<file path="config.mk">
export PLATFORM = sky130hd
export DESIGN_NAME = proc_wb_buffer
export DESIGN_NICKNAME = d
export VERILOG_FILES = /design/src/rtl/proc_wb_buffer_pkg.sv /design/src/rtl/proc_wb_buffer_match.sv /design/src/rtl/proc_wb_buffer.sv
export SDC_FILE = /design/constraint.sdc
export NUM_CORES = 1
export LEC_CHECK = 0
export CAP_MARGIN = 15
export CORE_MARGIN = 2
export CORE_UTILIZATION = 25
export DETAILED_ROUTE_END_ITERATION = 8
export HOLD_SLACK_MARGIN = 0.03
export MAX_ROUTING_LAYER = met4
export PLACE_DENSITY = 0.47
export RECOVER_POWER = 50
export SYNTH_ARGS = -nofsm -noshare
export SYNTH_HDL_FRONTEND = slang
export SYNTH_SLANG_ARGS = --single-unit
</file>
<file path="constraint.sdc">
create_clock -name clk -period 2.7 [get_ports clk]
set_clock_uncertainty 0.05 [all_clocks]
set_input_delay 0.81 -clock clk [delete_from_list [all_inputs] [get_ports clk]]
set_output_delay 0.81 -clock clk [all_outputs]
set_load 0.01 [all_outputs]
</file>
<file path="src/rtl/proc_wb_buffer_pkg.sv">
// ----------------------------------------------------------------------------
// proc_wb_buffer_pkg
//  Shared types and constants for the writeback buffer.
//  - WB_* localparams : default geometry of the buffer; the entry struct is
//                       sized from them, so the top-level width parameters
//                       must keep these values.
//  - REG_ZERO         : the hard-wired zero register specifier (never stored,
//                       never matched by a lookup).
//  - wb_entry_t       : one queued result {destination register, value}.
//  - wb_count_t       : occupancy counter type for the default depth.
// ----------------------------------------------------------------------------
package proc_wb_buffer_pkg;

    localparam int WB_NUM_ENTRIES = 4;
    localparam int WB_DATA_NBITS  = 32;
    localparam int WB_ADDR_NBITS  = 5;

    localparam logic [WB_ADDR_NBITS-1:0] REG_ZERO = '0;

    typedef struct packed {
        logic [WB_ADDR_NBITS-1:0] addr;
        logic [WB_DATA_NBITS-1:0] data;
    } wb_entry_t;

    typedef logic [$clog2(WB_NUM_ENTRIES+1)-1:0] wb_count_t;

endpackage

</file>
<file path="src/rtl/proc_wb_buffer_match.sv">
// ----------------------------------------------------------------------------
// proc_wb_buffer_match
//  Bypass lookup for one query port: compares the query register against
//  every valid queue slot and returns the youngest (closest to tail) match.
//  Ports:
//   entries_i  in  queue storage, indexed by physical slot
//   valid_i    in  per-slot occupancy
//   tail_i     in  next write slot; the youngest entry sits at tail_i-1
//   addr_i     in  queried register specifier (zero never hits)
//   hit_o      out a pending write to addr_i exists
//   data_o     out youngest pending value, 0 on miss
// ----------------------------------------------------------------------------
module proc_wb_buffer_match
    import proc_wb_buffer_pkg::*;
#(
    parameter int p_num_entries = WB_NUM_ENTRIES
) (
    input  wb_entry_t                          entries_i [p_num_entries],
    input  logic [p_num_entries-1:0]           valid_i,
    input  logic [$clog2(p_num_entries)-1:0]   tail_i,
    input  logic [WB_ADDR_NBITS-1:0]           addr_i,
    output logic                               hit_o,
    output logic [WB_DATA_NBITS-1:0]           data_o
);

    localparam int PTR_W = $clog2(p_num_entries);

    logic [PTR_W-1:0] slot;

    // Walk from oldest (tail - N, i.e. tail itself when full) to youngest
    // (tail - 1); a later match overwrites an earlier one, so the youngest wins.
    always_comb begin
        hit_o  = 1'b0;
        data_o = '0;
        slot   = '0;
        if (addr_i != REG_ZERO) begin
            for (int k = p_num_entries; k >= 1; k--) begin
                slot = tail_i - PTR_W'(k);
                if (valid_i[slot] && (entries_i[slot].addr == addr_i)) begin
                    hit_o  = 1'b1;
                    data_o = entries_i[slot].data;
                end
            end
        end
    end

endmodule

</file>
<file path="src/rtl/proc_wb_buffer.sv">
// ----------------------------------------------------------------------------
// proc_wb_buffer
//  In-order writeback queue in front of the register file write port.
//  Results arrive over a val/rdy handshake and drain at most one per cycle
//  when the regfile port is granted.
//  Build option: define PROC_WB_BUFFER_BYPASS_EN to enable the two
//  youngest-match bypass lookup ports; otherwise they read constant 0.
//  Ports:
//   clk, reset                      clock, asynchronous active-low reset
//   enq_val/enq_rdy/enq_addr/enq_data  result input handshake
//   drain_en                        regfile write port granted this cycle
//   rf_wen/rf_waddr/rf_wdata        regfile write port (addr/data 0 when idle)
//   lookup_addr{0,1}/lookup_hit{0,1}/lookup_data{0,1}  bypass queries
//   count                           number of occupied entries
// ----------------------------------------------------------------------------
module proc_wb_buffer
    import proc_wb_buffer_pkg::*;
#(
    parameter int p_num_entries = WB_NUM_ENTRIES,
    parameter int p_data_nbits  = WB_DATA_NBITS,
    parameter int p_addr_nbits  = WB_ADDR_NBITS
) (
    input  logic                                  clk,
    input  logic                                  reset,
    input  logic                                  enq_val,
    output logic                                  enq_rdy,
    input  logic [p_addr_nbits-1:0]               enq_addr,
    input  logic [p_data_nbits-1:0]               enq_data,
    input  logic                                  drain_en,
    output logic                                  rf_wen,
    output logic [p_addr_nbits-1:0]               rf_waddr,
    output logic [p_data_nbits-1:0]               rf_wdata,
    input  logic [p_addr_nbits-1:0]               lookup_addr0,
    output logic                                  lookup_hit0,
    output logic [p_data_nbits-1:0]               lookup_data0,
    input  logic [p_addr_nbits-1:0]               lookup_addr1,
    output logic                                  lookup_hit1,
    output logic [p_data_nbits-1:0]               lookup_data1,
    output logic [$clog2(p_num_entries+1)-1:0]    count
);

    localparam int PTR_W = $clog2(p_num_entries);
    localparam int CNT_W = $clog2(p_num_entries+1);
    localparam logic [CNT_W-1:0] FULL_COUNT = CNT_W'(p_num_entries);

    wb_entry_t        entries_q [p_num_entries];
    logic [PTR_W-1:0] head_q, head_d;
    logic [PTR_W-1:0] tail_q, tail_d;
    logic [CNT_W-1:0] count_q, count_d;
    logic             drain;
    logic             enq_fire;
    logic             enq_store;
    wb_entry_t        head_entry;

    assign drain      = drain_en && (count_q != '0);
    // A slot freed by this cycle's drain can be refilled in the same cycle.
    assign enq_rdy    = (count_q != FULL_COUNT) || drain;
    assign enq_fire   = enq_val && enq_rdy;
    // Writes to the zero register complete the handshake but are dropped.
    assign enq_store  = enq_fire && (enq_addr != REG_ZERO);
    assign head_entry = entries_q[head_q];

    assign rf_wen   = drain;
    assign rf_waddr = drain ? head_entry.addr : '0;
    assign rf_wdata = drain ? head_entry.data : '0;
    assign count    = count_q;

    always_comb begin
        head_d  = head_q;
        tail_d  = tail_q;
        count_d = count_q;
        if (drain) begin
            head_d = head_q + PTR_W'(1);
        end
        if (enq_store) begin
            tail_d = tail_q + PTR_W'(1);
        end
        case ({enq_store, drain})
            2'b10:   count_d = count_q + CNT_W'(1);
            2'b01:   count_d = count_q - CNT_W'(1);
            default: count_d = count_q;
        endcase
    end

    always_ff @(posedge clk or negedge reset) begin
        if (!reset) begin
            head_q  <= '0;
            tail_q  <= '0;
            count_q <= '0;
        end else begin
            head_q  <= head_d;
            tail_q  <= tail_d;
            count_q <= count_d;
        end
    end

    // Payload storage needs no reset: slot validity is derived from
    // head/count, so stale contents are never observed.
    always_ff @(posedge clk) begin
        if (enq_store) begin
            entries_q[tail_q] <= '{addr: enq_addr, data: enq_data};
        end
    end

`ifdef PROC_WB_BUFFER_BYPASS_EN
    logic [p_num_entries-1:0]          slot_valid;
    logic [PTR_W-1:0]                  slot_off [p_num_entries];
    logic [1:0][p_addr_nbits-1:0]      query_addr;
    logic [1:0]                        query_hit;
    logic [1:0][p_data_nbits-1:0]      query_data;

    genvar gi;

    // A slot is occupied when its distance from head (mod depth) is below
    // count; when full, every distance 0..N-1 qualifies.
    for (gi = 0; gi < p_num_entries; gi++) begin : g_slot
        assign slot_off[gi]   = PTR_W'(gi) - head_q;
        assign slot_valid[gi] = (CNT_W'(slot_off[gi]) < count_q);
    end

    assign query_addr = {lookup_addr1, lookup_addr0};

    for (gi = 0; gi < 2; gi++) begin : g_port
        proc_wb_buffer_match #(
            .p_num_entries (p_num_entries)
        ) u_match (
            .entries_i (entries_q),
            .valid_i   (slot_valid),
            .tail_i    (tail_q),
            .addr_i    (query_addr[gi]),
            .hit_o     (query_hit[gi]),
            .data_o    (query_data[gi])
        );
    end

    assign lookup_hit0  = query_hit[0];
    assign lookup_data0 = query_data[0];
    assign lookup_hit1  = query_hit[1];
    assign lookup_data1 = query_data[1];
`else
    logic unused_lookup;
    assign unused_lookup = ^{lookup_addr0, lookup_addr1};

    assign lookup_hit0  = 1'b0;
    assign lookup_data0 = '0;
    assign lookup_hit1  = 1'b0;
    assign lookup_data1 = '0;
`endif

endmodule

</file>
==> metrics.md <==
| Metric | Value |
|---|---|
| Status | complete, but fails checks |
| Violated checks | negative setup slack |
| Final worst path period share | 1.06 |
| Initial DRC count | 181 |
| GP Congestion | 0.651 |
| Inserted Clock Buffers | 17 |
| GRT Total Usage | 0.105 |
| Max Clock Freq | 348 MHz |
| Die footprint | 27400 um2 |
| Initial antenna violation count | 1 |
| Worst Setup EP | rf_wdata[18] |
| Commonest non-fill, non-tap cell in the layout | edfxtp_1 |
| Routed wire length per instance | 16.2 um |
| VDD IR-drop max | 481 uV |
| Crit. Startpoint | head_q[0]$_DFFE_PN0P_ |
| Non-filler instance count after layout | 816 |
| Placed Instances | 765 |
| Die Span Y | about 170 um |
| Warning count from the yosys run | 0 |
| Final hold viol count | 0 |
| Global-route wire length before repair | 19.9 mm |
| Nets | around 530 |
| Cell mode on critical path | buf_12 |
| Tmin final | 2.87 ns |
| R2R Path End | count[2]$_DFFE_PN0P_ |
| Crit path max-delay cell type | dfrtp_4 |
| Buf+Inv Stages, Crit Path | 4 |
| ANT cells | 0 |
| Core area | 25800 um2 |
| Startpoint types | flop |
| Setup slack, reg-to-reg | between 0.3 and 0.4 ns |
| RSZ-0062 raised after global routing | yes |
| Leak | 3.12 nW |
| Vias | 3193 |
| Clk buf depth | 2 |
| Final setup viols | 32 |
| Fin worst setup slack | -0.171 ns |
| Tightest Hold Check Type | flop to flop |
| Worst R2R Start | count[0]$_DFFE_PN0P_ |
| Fin util | 0.332 |
| Syn Inst Count | 338 |
| Clock latency on the worst-skew pair | 0.41 ns |
| CP required | 1.84 ns |
| Hold Path Depth | 2 |
| Port buffer count | a little over 80 |
| Worst EP arrival | around 2.0 ns |
| Largest net degree at the start of global routing | 29 |
| Synthesized flop and latch total | about 160 |
| Vias in the first global route | between 3000 and 4000 |
| Critical Path Stages | 6 |
| Post-cts hold buffer count | 0 |
| Setup crit end kind | output port |
| H-tree depth | 4 |
| Num ports | between 150 and 200 |
| PD cells | 1020 nW/um2 |
| Chip width | between 150 and 200 um |
| Root Buffer | clkbuf_16 |
| Area grow syn2layout | 31.5% |
| Reg clk slew, reported paths | approximately 0.060 ns |
| DRC errors left | 0 |
| Most frequent cells in the layout | 148 x edfxtp_1, 66 x conb_1, 37 x mux4_2, 35 x dlygate4sd3_1 |
| Crit path largest cell delay | 0.51 ns |
| Kind of critical path | flop to output port |
| Mean Syn Cell Area | 19.3 um2 |
| Cell variety after synth | 23 |
| Final HPWL DP | 7.85 mm |
| Setup tns final | -2.59 ns |
| R2R cell count | 10 |
| CTS sink count | 155 |
| Maxcap violations | 0 |
| Post-Syn Area | 6520 um2 |
| Sequential fraction of the synthesis area | 0.709 |
| CTS tree | yes |
| Starting Density | 0.252 |
| DRT Pass-1 Iters | 6 |
| Delay-heaviest family, CP | buffers and inverters |
| Detail Route Antenna Nets | 0 |
| Drt via density | 3.91 |
| Cells along the critical path | buf_12 > buf_12 > buf_12 > mux4_2 > and2_4 > buf_6 |
| Remaining Overflow, GRT | 0 |
| Crit path max fanout | 7 |
| Slew Limit Fails | 0 |
| Share of cells above drive strength 1 | 0.374 |
| Final wirelength | 13.2 mm |
| Fillers | around 2500 |
| FP Rows | 59 |
[worst min-delay path by stage]
| stage | slack [ns] | to | startpoint |
|---|---|---|---|
| 3_5_place_dp | 0.47 | count[2]$_DFFE_PN0P_ | count[2]$_DFFE_PN0P_ |
| 5_1_grt | 0.55 | count[2]$_DFFE_PN0P_ | count[2]$_DFFE_PN0P_ |
| 4_1_cts | 0.54 | tail_q[1]$_DFFE_PN0P_ | tail_q[1]$_DFFE_PN0P_ |
| 6_report | 0.52 | count[2]$_DFFE_PN0P_ | count[2]$_DFFE_PN0P_ |
| 3_3_place_gp | 0.45 | count[2]$_DFFE_PN0P_ | count[2]$_DFFE_PN0P_ |
| 2_1_floorplan | 0.46 | count[0]$_DFFE_PN0P_ | reset |
[through the flow]
stage	area (um2)	setup slack (ns)	hold slack, ns	power (W)
after floorplan	6760	0.0343	0.464	0.00496
after global placement	7800	-0.559	0.451	0.00626
after detailed placement	7800	-0.577	0.469	0.00629
after CTS	8590	-0.234	0.539	0.00899
after global routing	8570	-0.234	0.548	0.00929
final	8570	-0.171	0.519	0.00879
[cell usage after synthesis]
master,instances,area (um2)
inv_1,6,22.5
o31a_2,1,10.0
o311a_4,1,21.3
xnor2_1,3,26.3
mux4_2,37,833
fa_1,1,20.0
nor2_1,1,3.75
buf_4,68,510
conb_1,1,3.75
dfrtp_1,7,175
ha_1,5,62.6
and2_2,4,30.0
mux2_4,1,15.0
buf_2,3,15.0
clkbuf_1,6,22.5
or4b_4,1,13.8
edfxtp_1,148,4440
or3_1,1,6.26
and2_1,37,231
xor2_1,3,26.3
nand2_1,1,3.75
mux2i_1,1,10.0
buf_6,1,11.3
[timing repair]
item | CTS | global route
pin swaps | 35 | 5
cloned | 4 | 0
endpoints found under the hold margin | 0 | 0
setup buffers | 16 | 3
endpoints found under the setup margin | 40 | 37
gates resized for setup | 200 | 24
[sequential cells by signal (all words and copies together) (netlist names)]
signal,flops
tail_q,2
head_q,2
entries_q,148
count,3
[metal layers]
metal	part of all wire	track usage	wire length, um
met1	0.44	0.129	5780
met2	0.51	0.175	6740
met3	0.043	0.0257	563
met4	0.011	0.0282	145
met5	0	-	0
[layout make-up]
type	instances	area (um2)	share of cell area
Clock inverter	13	116	0.0136
Clock buffer	19	433	0.0505
Multi-Input combinational cell	164	1640	0.191
Inverter	6	22.5	0.00263
Tap cell	335	419	0.0489
Timing Repair Buffer	124	1320	0.154
Sequential cell	155	4620	0.539
[worst min-delay path: stages (launching register included)]
cell     delay [ns]
dfrtp_1        0.35
buf_4          0.13
xor2_1         0.06
[power breakdown]
part | internal [W] | leakage, nW | switching, W
Sequential | 0.00317 | 1.44 | 0.000131
Clock | 0.00127 | 0.267 | 0.000916
Combinational | 0.00187 | 1.42 | 0.00143
[kinds of logic after synthesis]
| kind of cell | share of synthesized area |
|---|---|
| multiplexers | 0.132 |
| AND/OR/NAND/NOR | 0.0443 |
| AO/OA/AOI/OAI | 0.00480 |
| XOR/XNOR | 0.00806 |
| adder cells (fa/ha/maj) | 0.0127 |
| flip-flops | 0.709 |
| other | 0.000575 |
| buffers and inverters | 0.0893 |
Note: power is estimated with default switching activity, not from simulation.
